**config.mk**
```make
export PLATFORM = sky130hd
export DESIGN_NAME = b2s_tx_arbiter_flat
export DESIGN_NICKNAME = d
export VERILOG_FILES = /design/src/rtl/b2s_pkg.sv /design/src/rtl/b2s_tx_arbiter_if.sv /design/src/rtl/b2s_rr_arbiter.sv /design/src/rtl/b2s_tx_arbiter.sv /design/src/flat_wrapper.sv
export SDC_FILE = /design/constraint.sdc
export NUM_CORES = 1
export LEC_CHECK = 0
export CELL_PAD_IN_SITES_DETAIL_PLACEMENT = 1
export CELL_PAD_IN_SITES_GLOBAL_PLACEMENT = 1
export CORE_UTILIZATION = 36
export DETAILED_ROUTE_END_ITERATION = 7
export GPL_TIMING_DRIVEN = 0
export PLACE_DENSITY_LB_ADDON = 0.1
export SLEW_MARGIN = 20
export SYNTH_ARGS = -nofsm -noshare
export SYNTH_HDL_FRONTEND = slang
export SYNTH_SLANG_ARGS = --single-unit
export TNS_END_PERCENT = 10
```
**constraint.sdc**
```tcl
create_clock -name clk -period 7.9 [get_ports clk]
set_input_delay 1.185 -clock clk [delete_from_list [all_inputs] [get_ports clk]]
set_output_delay 1.185 -clock clk [all_outputs]
set_load 0.005 [all_outputs]
```
**src/rtl/b2s_pkg.sv**
```systemverilog
// b2s_pkg: shared b2s timing defaults, receiver windows and tx states.
// Imported by the transmit arbiter, its sub-module and the bench.
package b2s_pkg;

  localparam int B2S_T_START = 20;
  localparam int B2S_T_ONE   = 10;
  localparam int B2S_T_ZERO  = 30;
  localparam int B2S_T_HIGH  = 10;
  localparam int B2S_T_GAP   = 40;

  localparam int B2S_START_MIN = 16;
  localparam int B2S_START_MAX = 24;
  localparam int B2S_ONE_MIN   = 6;
  localparam int B2S_ONE_MAX   = 14;
  localparam int B2S_ZERO_MIN  = 26;
  localparam int B2S_ZERO_MAX  = 34;

  typedef enum logic [2:0] {
    IDLE,
    START_LO,
    HIGH,
    BIT_LO,
    GAP
  } b2s_state_e;

  function automatic int max5(int a, int b, int c, int d, int e);
    int m;
    m = a;
    if (b > m) m = b;
    if (c > m) m = c;
    if (d > m) m = d;
    if (e > m) m = e;
    return m;
  endfunction

endpackage

```
**src/rtl/b2s_tx_arbiter_if.sv**
```systemverilog
// b2s_tx_arbiter_if: requester-side bundle of the shared b2s transmitter.
// master = requesters / bench, slave = the arbiter.
interface b2s_tx_arbiter_if #(
  parameter int NREQ  = 4,
  parameter int WIDTH = 32
);
  localparam int IW = $clog2(NREQ);

  logic [NREQ-1:0]       req;
  logic [NREQ*WIDTH-1:0] din;
  logic [NREQ-1:0]       ack;
  logic [IW-1:0]         gnt_id;
  logic                  busy;
  logic                  b2s_dout;

  modport master (
    output req, din,
    input  ack, gnt_id, busy, b2s_dout
  );

  modport slave (
    input  req, din,
    output ack, gnt_id, busy, b2s_dout
  );

endinterface

```
**src/rtl/b2s_rr_arbiter.sv**
```systemverilog
// b2s_rr_arbiter: picks one requester; round-robin by default,
// lowest-index-wins when B2S_ARB_FIXED_PRIO_EN is defined.
module b2s_rr_arbiter #(
  parameter int NREQ = 4,
  localparam int IW  = $clog2(NREQ)
) (
  input  logic            clk,
  input  logic            rst,
  input  logic [NREQ-1:0] req_i,
  input  logic            advance_i,
  output logic [NREQ-1:0] gnt_o,
  output logic [IW-1:0]   idx_o
);

`ifdef B2S_ARB_FIXED_PRIO_EN

  logic unused_arb;
  assign unused_arb = ^{clk, rst, advance_i};

  // lowest requesting index wins
  always_comb begin
    idx_o = '0;
    gnt_o = '0;
    for (int i = NREQ - 1; i >= 0; i--) begin
      if (req_i[i]) begin
        idx_o = IW'(i);
      end
    end
    if (|req_i) gnt_o[idx_o] = 1'b1;
  end

`else

  logic [IW-1:0] ptr_q, ptr_d;
  logic          found;
  int            cand;

  // search from last winner + 1, wrapping modulo NREQ
  always_comb begin
    found = 1'b0;
    cand  = 0;
    idx_o = '0;
    gnt_o = '0;
    for (int k = 1; k <= NREQ; k++) begin
      cand = (int'(ptr_q) + k) % NREQ;
      if (!found && req_i[cand[IW-1:0]]) begin
        found = 1'b1;
        idx_o = cand[IW-1:0];
      end
    end
    if (found) gnt_o[idx_o] = 1'b1;
  end

  // pointer moves to the winner only when a grant is taken
  always_comb begin
    ptr_d = ptr_q;
    if (advance_i) ptr_d = idx_o;
  end

  // pointer register; reset value makes req0 win first
  always_ff @(posedge clk or posedge rst) begin
    if (rst) ptr_q <= IW'(NREQ - 1);
    else     ptr_q <= ptr_d;
  end

`endif

endmodule

```
**src/rtl/b2s_tx_arbiter.sv**
```systemverilog
// b2s_tx_arbiter: shares one b2s line among NREQ requesters.
// Build option: B2S_ARB_FIXED_PRIO_EN selects fixed priority arbitration.
module b2s_tx_arbiter
  import b2s_pkg::*;
#(
  parameter int WIDTH   = 32,
  parameter int NREQ    = 4,
  parameter int T_START = B2S_T_START,
  parameter int T_ONE   = B2S_T_ONE,
  parameter int T_ZERO  = B2S_T_ZERO,
  parameter int T_HIGH  = B2S_T_HIGH,
  parameter int T_GAP   = B2S_T_GAP
) (
  input logic               clk,
  input logic               rst,
  b2s_tx_arbiter_if.slave   bus
);

  localparam int IW   = $clog2(NREQ);
  localparam int TMAX = max5(T_START, T_ONE, T_ZERO, T_HIGH, T_GAP);
  localparam int TW   = $clog2(TMAX) + 1;
  localparam int CW   = $clog2(WIDTH + 1);

  b2s_state_e       state_q, state_d;
  logic [TW-1:0]    timer_q, timer_d;
  logic [CW-1:0]    cnt_q, cnt_d;
  logic [WIDTH-1:0] sr_q, sr_d;
  logic             dout_q, dout_d;
  logic             busy_q, busy_d;
  logic [NREQ-1:0]  ack_q, ack_d;
  logic [IW-1:0]    gid_q, gid_d;

  logic [NREQ-1:0]  arb_gnt;
  logic [IW-1:0]    arb_idx;
  logic             cap;
  logic             tdone;

  b2s_rr_arbiter #(.NREQ(NREQ)) u_arb (
    .clk       (clk),
    .rst       (rst),
    .req_i     (bus.req),
    .advance_i (cap),
    .gnt_o     (arb_gnt),
    .idx_o     (arb_idx)
  );

  // serializer next state; a pending request is taken straight out
  // of the last GAP cycle so back-to-back frames lose no idle clock
  always_comb begin
    state_d = state_q;
    timer_d = timer_q;
    cnt_d   = cnt_q;
    sr_d    = sr_q;
    dout_d  = dout_q;
    busy_d  = busy_q;
    gid_d   = gid_q;
    ack_d   = '0;
    cap     = 1'b0;
    tdone   = (timer_q == '0);
    unique case (state_q)
      IDLE: begin
        dout_d = 1'b1;
        busy_d = 1'b0;
        cap    = |bus.req;
      end
      START_LO: begin
        if (tdone) begin
          state_d = HIGH;
          dout_d  = 1'b1;
          timer_d = TW'(T_HIGH - 1);
        end else begin
          timer_d = timer_q - TW'(1);
        end
      end
      HIGH: begin
        if (!tdone) begin
          timer_d = timer_q - TW'(1);
        end else if (cnt_q != '0) begin
          state_d = BIT_LO;
          dout_d  = 1'b0;
          timer_d = sr_q[0] ? TW'(T_ONE - 1) : TW'(T_ZERO - 1);
        end else begin
          state_d = GAP;
          timer_d = TW'(T_GAP - 1);
        end
      end
      BIT_LO: begin
        if (tdone) begin
          state_d = HIGH;
          dout_d  = 1'b1;
          timer_d = TW'(T_HIGH - 1);
          sr_d    = {1'b0, sr_q[WIDTH-1:1]};
          cnt_d   = cnt_q - CW'(1);
        end else begin
          timer_d = timer_q - TW'(1);
        end
      end
      GAP: begin
        if (tdone) begin
          cap = |bus.req;
          if (!cap) begin
            state_d = IDLE;
            busy_d  = 1'b0;
          end
        end else begin
          timer_d = timer_q - TW'(1);
        end
      end
      default: state_d = IDLE;
    endcase
    if (cap) begin
      state_d = START_LO;
      dout_d  = 1'b0;
      busy_d  = 1'b1;
      ack_d   = arb_gnt;
      gid_d   = arb_idx;
      sr_d    = bus.din[arb_idx*WIDTH +: WIDTH];
      cnt_d   = CW'(WIDTH);
      timer_d = TW'(T_START - 1);
    end
  end

  // state registers; reset aborts any frame and idles the line high
  always_ff @(posedge clk or posedge rst) begin
    if (rst) begin
      state_q <= IDLE;
      timer_q <= '0;
      cnt_q   <= '0;
      sr_q    <= '0;
      dout_q  <= 1'b1;
      busy_q  <= 1'b0;
      ack_q   <= '0;
      gid_q   <= '0;
    end else begin
      state_q <= state_d;
      timer_q <= timer_d;
      cnt_q   <= cnt_d;
      sr_q    <= sr_d;
      dout_q  <= dout_d;
      busy_q  <= busy_d;
      ack_q   <= ack_d;
      gid_q   <= gid_d;
    end
  end

  assign bus.ack      = ack_q;
  assign bus.gnt_id   = gid_q;
  assign bus.busy     = busy_q;
  assign bus.b2s_dout = dout_q;

endmodule
```
**src/flat_wrapper.sv**
```systemverilog
// flat-port wrapper written by rule: the top's interface ports become plain ports
module b2s_tx_arbiter_flat import b2s_pkg::*;
#(
  parameter int WIDTH   = 32,
  parameter int NREQ    = 4,
  parameter int T_START = B2S_T_START,
  parameter int T_ONE   = B2S_T_ONE,
  parameter int T_ZERO  = B2S_T_ZERO,
  parameter int T_HIGH  = B2S_T_HIGH,
  parameter int T_GAP   = B2S_T_GAP
)
  (clk, rst, bus_req, bus_din, bus_ack, bus_gnt_id, bus_busy, bus_b2s_dout);
  b2s_tx_arbiter_if #(.NREQ(NREQ), .WIDTH(WIDTH)) bus_i ();
  input logic clk;
  input logic rst;
  input wire logic [$bits(bus_i.req)-1:0] bus_req;
  input wire logic [$bits(bus_i.din)-1:0] bus_din;
  output wire logic [$bits(bus_i.ack)-1:0] bus_ack;
  output wire logic [$bits(bus_i.gnt_id)-1:0] bus_gnt_id;
  output wire logic [$bits(bus_i.busy)-1:0] bus_busy;
  output wire logic [$bits(bus_i.b2s_dout)-1:0] bus_b2s_dout;
  assign bus_i.req = bus_req;
  assign bus_i.din = bus_din;
  assign bus_ack = bus_i.ack;
  assign bus_gnt_id = bus_i.gnt_id;
  assign bus_busy = bus_i.busy;
  assign bus_b2s_dout = bus_i.b2s_dout;
  b2s_tx_arbiter #(.WIDTH(WIDTH), .NREQ(NREQ), .T_START(T_START), .T_ONE(T_ONE), .T_ZERO(T_ZERO), .T_HIGH(T_HIGH), .T_GAP(T_GAP)) u_core (.clk(clk), .rst(rst), .bus(bus_i));
endmodule
```
---- Yosys cells after proc, flatten, opt, wreduce, memory -nomap -nowiden ----
Index checks and enable logic that the tools add are counted.
word-level totals
  bits in registers ....................... 58
  input bits .............................. 134
  output and inout bits ................... 8
  logic and storage cells ................. 106
cells by class
  add/sub/neg operators ................... 6
  magnitude comparators ................... 6
  equality and inequality tests ........... 11
  shift-type cells ........................ 1
  muxes and demuxes ....................... 51
  reductions and logical operators ........ 22
operators by type and width
  cell                                                 number
  indexed part select 128 x 8 -> 32 bit                1
  2-to-1 mux 32 bit                                    3
  2-to-1 mux 7 bit                                     5
  one-hot mux 7 bit (3 select lines)                   1
  2-to-1 mux 3 bit                                     6
  2-to-1 mux 6 bit                                     3
  2-to-1 mux 1 bit                                     17
  < comparator 2 x 3 -> 1 bit, second input constant   5
  != test 3 x 1 -> 1 bit, second input constant        4
  one-hot mux 3 bit (4 select lines)                   1
  binary-select mux 1 bit (select 2 bit)               4
  2-to-1 mux 2 bit                                     4
  2-to-1 mux 4 bit                                     2
  nonzero test 4 bit                                   2
  logical NOT 7 bit                                    1
  subtractor 7 x 1 -> 7 bit, second input constant     1
  equality test 3 x 2 -> 1 bit, second input constant  2
  != test 3 x 2 -> 1 bit, second input constant        2
  nonzero test 6 bit                                   1
  subtractor 6 x 1 -> 6 bit, second input constant     1
  2-to-1 mux 5 bit                                     1
  AND reduction 5 bit                                  1
  adder 2 x 1 -> 2 bit, second input constant          2
  adder 2 bit, second input constant                   2
  other kinds (17)                                     25

---- Depth between registers and ports, before layout ----
  word-level depth ........................ 19
  depth in mapped cells ................... 9
  gate-level depth less buffers ........... 8

---- Modules after synthesis ----
Synthesis repeated with hierarchy kept, for this count alone.
second synthesis, totals
  cells, all modules ...................... 355
  area, all modules ....................... 3930.0 µm²
modules (own cells, without submodules)
  module          times used  cells each  area an instance (µm²)
  b2s_tx_arbiter  1           325         3686.0
  b2s_rr_arbiter  1           30          244.0

---- Worst setup path after synthesis ----
OpenSTA, ideal clock, no wires.
  path kind ............................... in2reg
  from .................................... input port bus_req[3]
  to ...................................... register u_core.sr_q[7]
  library setup time ...................... 121 ps
  arrival time ............................ 2950 ps
  required time ........................... 7779 ps
  setup slack ............................. 4829 ps
  stages on the path ...................... 7
  path buffers ............................ 1
  cell sequence ........................... nand2b_1 > o21ai_0 > a211oi_2 > buf_2 > mux4_2 > nand2_1 > nand2_1
on the way
  cells in the longest elaborated chain, start to end .. 14
  elaborated cells between the ends (all ways) .. 29
  classes of those cells .................. 1 x shift; 18 x mux; 10 x reduce/logical
ends and longest elaborated chain
  item                                    RTL line               source
  start: declaration                      flat_wrapper.sv:16     input wire logic [$bits(bus_i.req)-1:0] bus_req;
  binary-select mux 1 bit (select 2 bit)  b2s_rr_arbiter.sv:46   if (!found && req_i[cand[IW-1:0]]) begin
  2-to-1 mux 1 bit (implied by the code)  b2s_rr_arbiter.sv:46
  2-to-1 mux 1 bit                        b2s_rr_arbiter.sv:46
  logical NOT 1 bit                       b2s_rr_arbiter.sv:46
  logical AND 1 bit                       b2s_rr_arbiter.sv:46
  2-to-1 mux 1 bit                        b2s_rr_arbiter.sv:46
  logical NOT 1 bit                       b2s_rr_arbiter.sv:46
  logical AND 1 bit                       b2s_rr_arbiter.sv:46
  2-to-1 mux 1 bit                        b2s_rr_arbiter.sv:46
  logical NOT 1 bit                       b2s_rr_arbiter.sv:46
  logical AND 1 bit                       b2s_rr_arbiter.sv:46
  2-to-1 mux 2 bit                        b2s_rr_arbiter.sv:46
  indexed part select 128 x 8 -> 32 bit   b2s_tx_arbiter.sv:117  sr_d = bus.din[arb_idx*WIDTH +: WIDTH];
  2-to-1 mux 32 bit                       b2s_tx_arbiter.sv:111  if (cap) begin
  end signal: assignment                  b2s_tx_arbiter.sv:138  sr_q <= sr_d;
  end: declaration                        b2s_tx_arbiter.sv:27   logic [WIDTH-1:0] sr_q, sr_d;
Several ways; a longest one is shown, not always the timed one. The select of a mux whose other input is x is not followed.
A chain may end at the register's enable or synchronous reset.

---- Final worst setup path ----
Same ends and word-level chain as after synthesis.

==> flow_summary.toml <==
[final_layout]
antenna_cells = 0
synthToLayoutAreaGrowth_pct = 49.0
n_fill_cell = 1220
most-common-layout-cells = "clkdlybuf4s50_1, nand2_1, dfrtp_1, o21ai_0, a21oi_1"
final_net_count = 701
stdcell_count = 704
seq_area_sq_um = 1460
multiInputGateArea_sq_um = 2220
final_common_cell = "clkdlybuf4s50_1"
drive_gt1_share_pct = 14.3

[timing]
rsz0062_at_grt = "false"
tns_ns = 0
max_slew_margin_pct = 28.6
setup_viol = 0
fin_crit_sh_pct = 48.2
slew_violations = 0
fin_skew_ns = 0.00544
finalHoldViolCount = 0
worst_slack_ns = 4.09
max_freq_mhz = 263
fin_crit_ns = 3.81
tightest_slew_ns = 1.07

[yosys]
synth_seq_cells = 58
syn-num-nets = 548
syn-cell-area_sq_um = 3870
synth-adder-area-share_pct = 1.29
yosys.area_share.xor_xnor_pct = 2.04
synth.avg_cell_area_sq_um = 9.43
synth_compound_area_share_pct = 18.3
async_reset_ff_share_pct = 100
synth_top_family_by_area = "multiplexers"
synth-simple-area-share_pct = 15.0
synthMuxAreaShare_pct = 20.7
synth_cells = 410
synth_flop_cell = "dfrtp_1"
ys_seq_area_share_pct = 37.6
synth_cell_types = 52
yosysWarnings = 0
synth-edff-count = 0

[die]
dieArea_sq_um = 11200
fp-row-count = 37
initial_core_util_pct = 37.3
die_h_microns = 106
io-pin-count = 142
core_area_sq_um = 10400
die_x_microns = 106

[cts]
ctsHtreeMaxLevel = 3
cts_resized = 0
cts-root-buf = "clkbuf_8"
clock_latency_ns = 0.34
clk_pin_slew_ns = 0.07
cts_buffers = 9
clkSinkCount = 58
ctsHoldBuffers = 0
cts_buffer_depth = 2
postCtsSetupRepairBufs = 0
tritoncts = "done"

[setup_path]
crit_path_frequent_cell = "nand2_1"
required_ns = 8.13
crit_slowest_cell = "a211oi_2"
slowest_delay_ns = 0.86
path_cells = "clkdlybuf4s50_1, nand2b_1, o21ai_0, a211oi_2, buf_2, mux4_2, nand2_1, nand2_1"
cp-start-kind = "primary input"
arrival_ns = 4.04
cp_top_family = "compound AO/OA/AOI/OAI gates"
ff2ff_path_depth = 7
rrSetupSlack_ns = 4.84
crit_fanout = 10
cp_num_buf_inv = 2
crit_type = "primary input to register"
end_kind = "register"
r2r_end = "u_core.sr_q[7]$_DFFE_PP0P_"
rr_startpoint = "u_core.u_arb.ptr_q[0]$_DFFE_PP1P_"

[flow_run]
drv_cap = 0

[detailed_routing]
totalWireLength_microns = 13300
drc_errors = 0
firstDrtPassIters = 4
initialDrtViolationCount = 155
viasPerCell = 5.44
dr_total_vias = 3833
wire_per_inst_microns = 19.0
ant_nets = 0

[place]
dp.cells = 688
dp_hpwl_microns = 10400
dp_slack_ns = 3.50
place_congestion = 0.793
port_buffers = 141

[power]
power_frac_seq_pct = 35.8
comb_power_share_pct = 16.0
peakVddDrop_v = 0.0000968
power.total_uw = 829
p_sw_share_pct = 21.2
p_leak_nw = 2.42
clockPowerShare_pct = 48.2
p_per_area_nw_per_um2 = 144
intPower_uw = 653
power_switching_uw = 176

[hold_path]
whs_path_depth = 1
worst_hold_path_type = "register to register"
min_to = "u_core.bus.gnt_id[1]$_DFFE_PP0P_"
hold_start = "u_core.bus.gnt_id[1]$_DFFE_PP0P_"

[global_routing]
antenna_found_initial = 0
gr-total-overflow = 0
grt_pass1_vias = 4240
grt_first_pass_wirelength_microns = 21600
grt_max_degree = 38
grt_use_total_pct = 25.3

[status]
outcome = "finished clean"
## cell usage after synthesis (7+ instances only)
cell | number | area [sq um]
nand2_1 | 66 | 248
dfrtp_1 | 55 | 1380
o21ai_0 | 30 | 150
a21oi_1 | 27 | 135
mux2_2 | 25 | 282
nor2_1 | 22 | 82.6
inv_1 | 19 | 71.3
mux2i_1 | 16 | 160
mux4_2 | 16 | 360
a22oi_1 | 15 | 113
clkbuf_1 | 12 | 45.0
nand3_1 | 12 | 60.1
buf_2 | 11 | 55.1
o211ai_1 | 10 | 75.1
nand2b_1 | 7 | 43.8
## cell families (layout without fill, tap and decap cells)
kind of cell             Yosys count  in the layout
XOR/XNOR                           9              9
AO/OA/AOI/OAI                    110            110
flip-flops                        58             58
adder cells (fa/ha/maj)            4              4
buffers and inverters             46            204
AND/OR/NAND/NOR                  126            126
multiplexers                      57             57
## state kept, by name, summed over array words and instances, names as in the netlist
name / count
u_core.sr_q: 32
u_core.timer_q: 7
u_core.cnt_q: 6
u_core.bus.ack: 4
u_core.state_q: 3
u_core.bus.gnt_id: 2
u_core.u_arb.ptr_q: 2
u_core.bus.b2s_dout: 1
u_core.bus.busy: 1
## metal layers
layer / vias to the layer above / track usage [%] / part of all wire (%)
li1: 1801 / - / -
met1: 1900 / 29.0 / 40
met5: - / 0 / 0
met2: 107 / 46.2 / 53
met3: 25 / 5.57 / 4.3
met4: 0 / 9.13 / 2.2
## metrics by stage
| stage | utilization (%) | hold slack [ns] | instance area (sq um) |
|---|---|---|---|
| 2_1_floorplan | - | 0.444 | 3870 |
| 3_3_place_gp | 52.5 | 0.461 | 5450 |
| 5_1_grt | 55.6 | 0.523 | 5760 |
| 3_5_place_dp | 52.8 | 0.479 | 5470 |
| 4_1_cts | 55.5 | 0.495 | 5760 |
| 6_report | 55.6 | 0.495 | 5760 |
## power groups by stage
stage | clock network (mW) | logic [mW] | registers [mW]
6_report | 0.400 | 0.132 | 0.297
5_1_grt | 0.417 | 0.141 | 0.297
4_1_cts | 0.404 | 0.134 | 0.297
3_5_place_dp | 0 | 0.134 | 0.303
3_3_place_gp | 0 | 0.129 | 0.303
2_1_floorplan | 0 | 0.0508 | 0.303
## worst max path at each step
stage / startpoint / endpoint / slack, ns / cells after the start
detailed placement: bus_req[3] / u_core.sr_q[18]$_DFFE_PP0P_ / 3.50 / 8
floorplan: bus_req[3] / u_core.sr_q[7]$_DFFE_PP0P_ / 4.83 / 7
global route: bus_req[3] / u_core.sr_q[29]$_DFFE_PP0P_ / 3.85 / 8
CTS: bus_req[3] / u_core.sr_q[18]$_DFFE_PP0P_ / 3.90 / 8
finish: bus_req[3] / u_core.sr_q[7]$_DFFE_PP0P_ / 4.09 / 8
global placement: bus_req[3] / u_core.sr_q[18]$_DFFE_PP0P_ / 3.64 / 8
## cell type report
class | instances | share of cell area, %
Buffer | 27 | 2.13
Clock buffer | 12 | 2.87
Clock inverter | 4 | 2.09
Inverter | 19 | 1.28
Multi-Input combinational cell | 306 | 38.6
Sequential cell | 58 | 25.3
Tap cell | 136 | 2.95
Timing Repair Buffer | 142 | 24.8
Power figures use the tool's default switching activity.
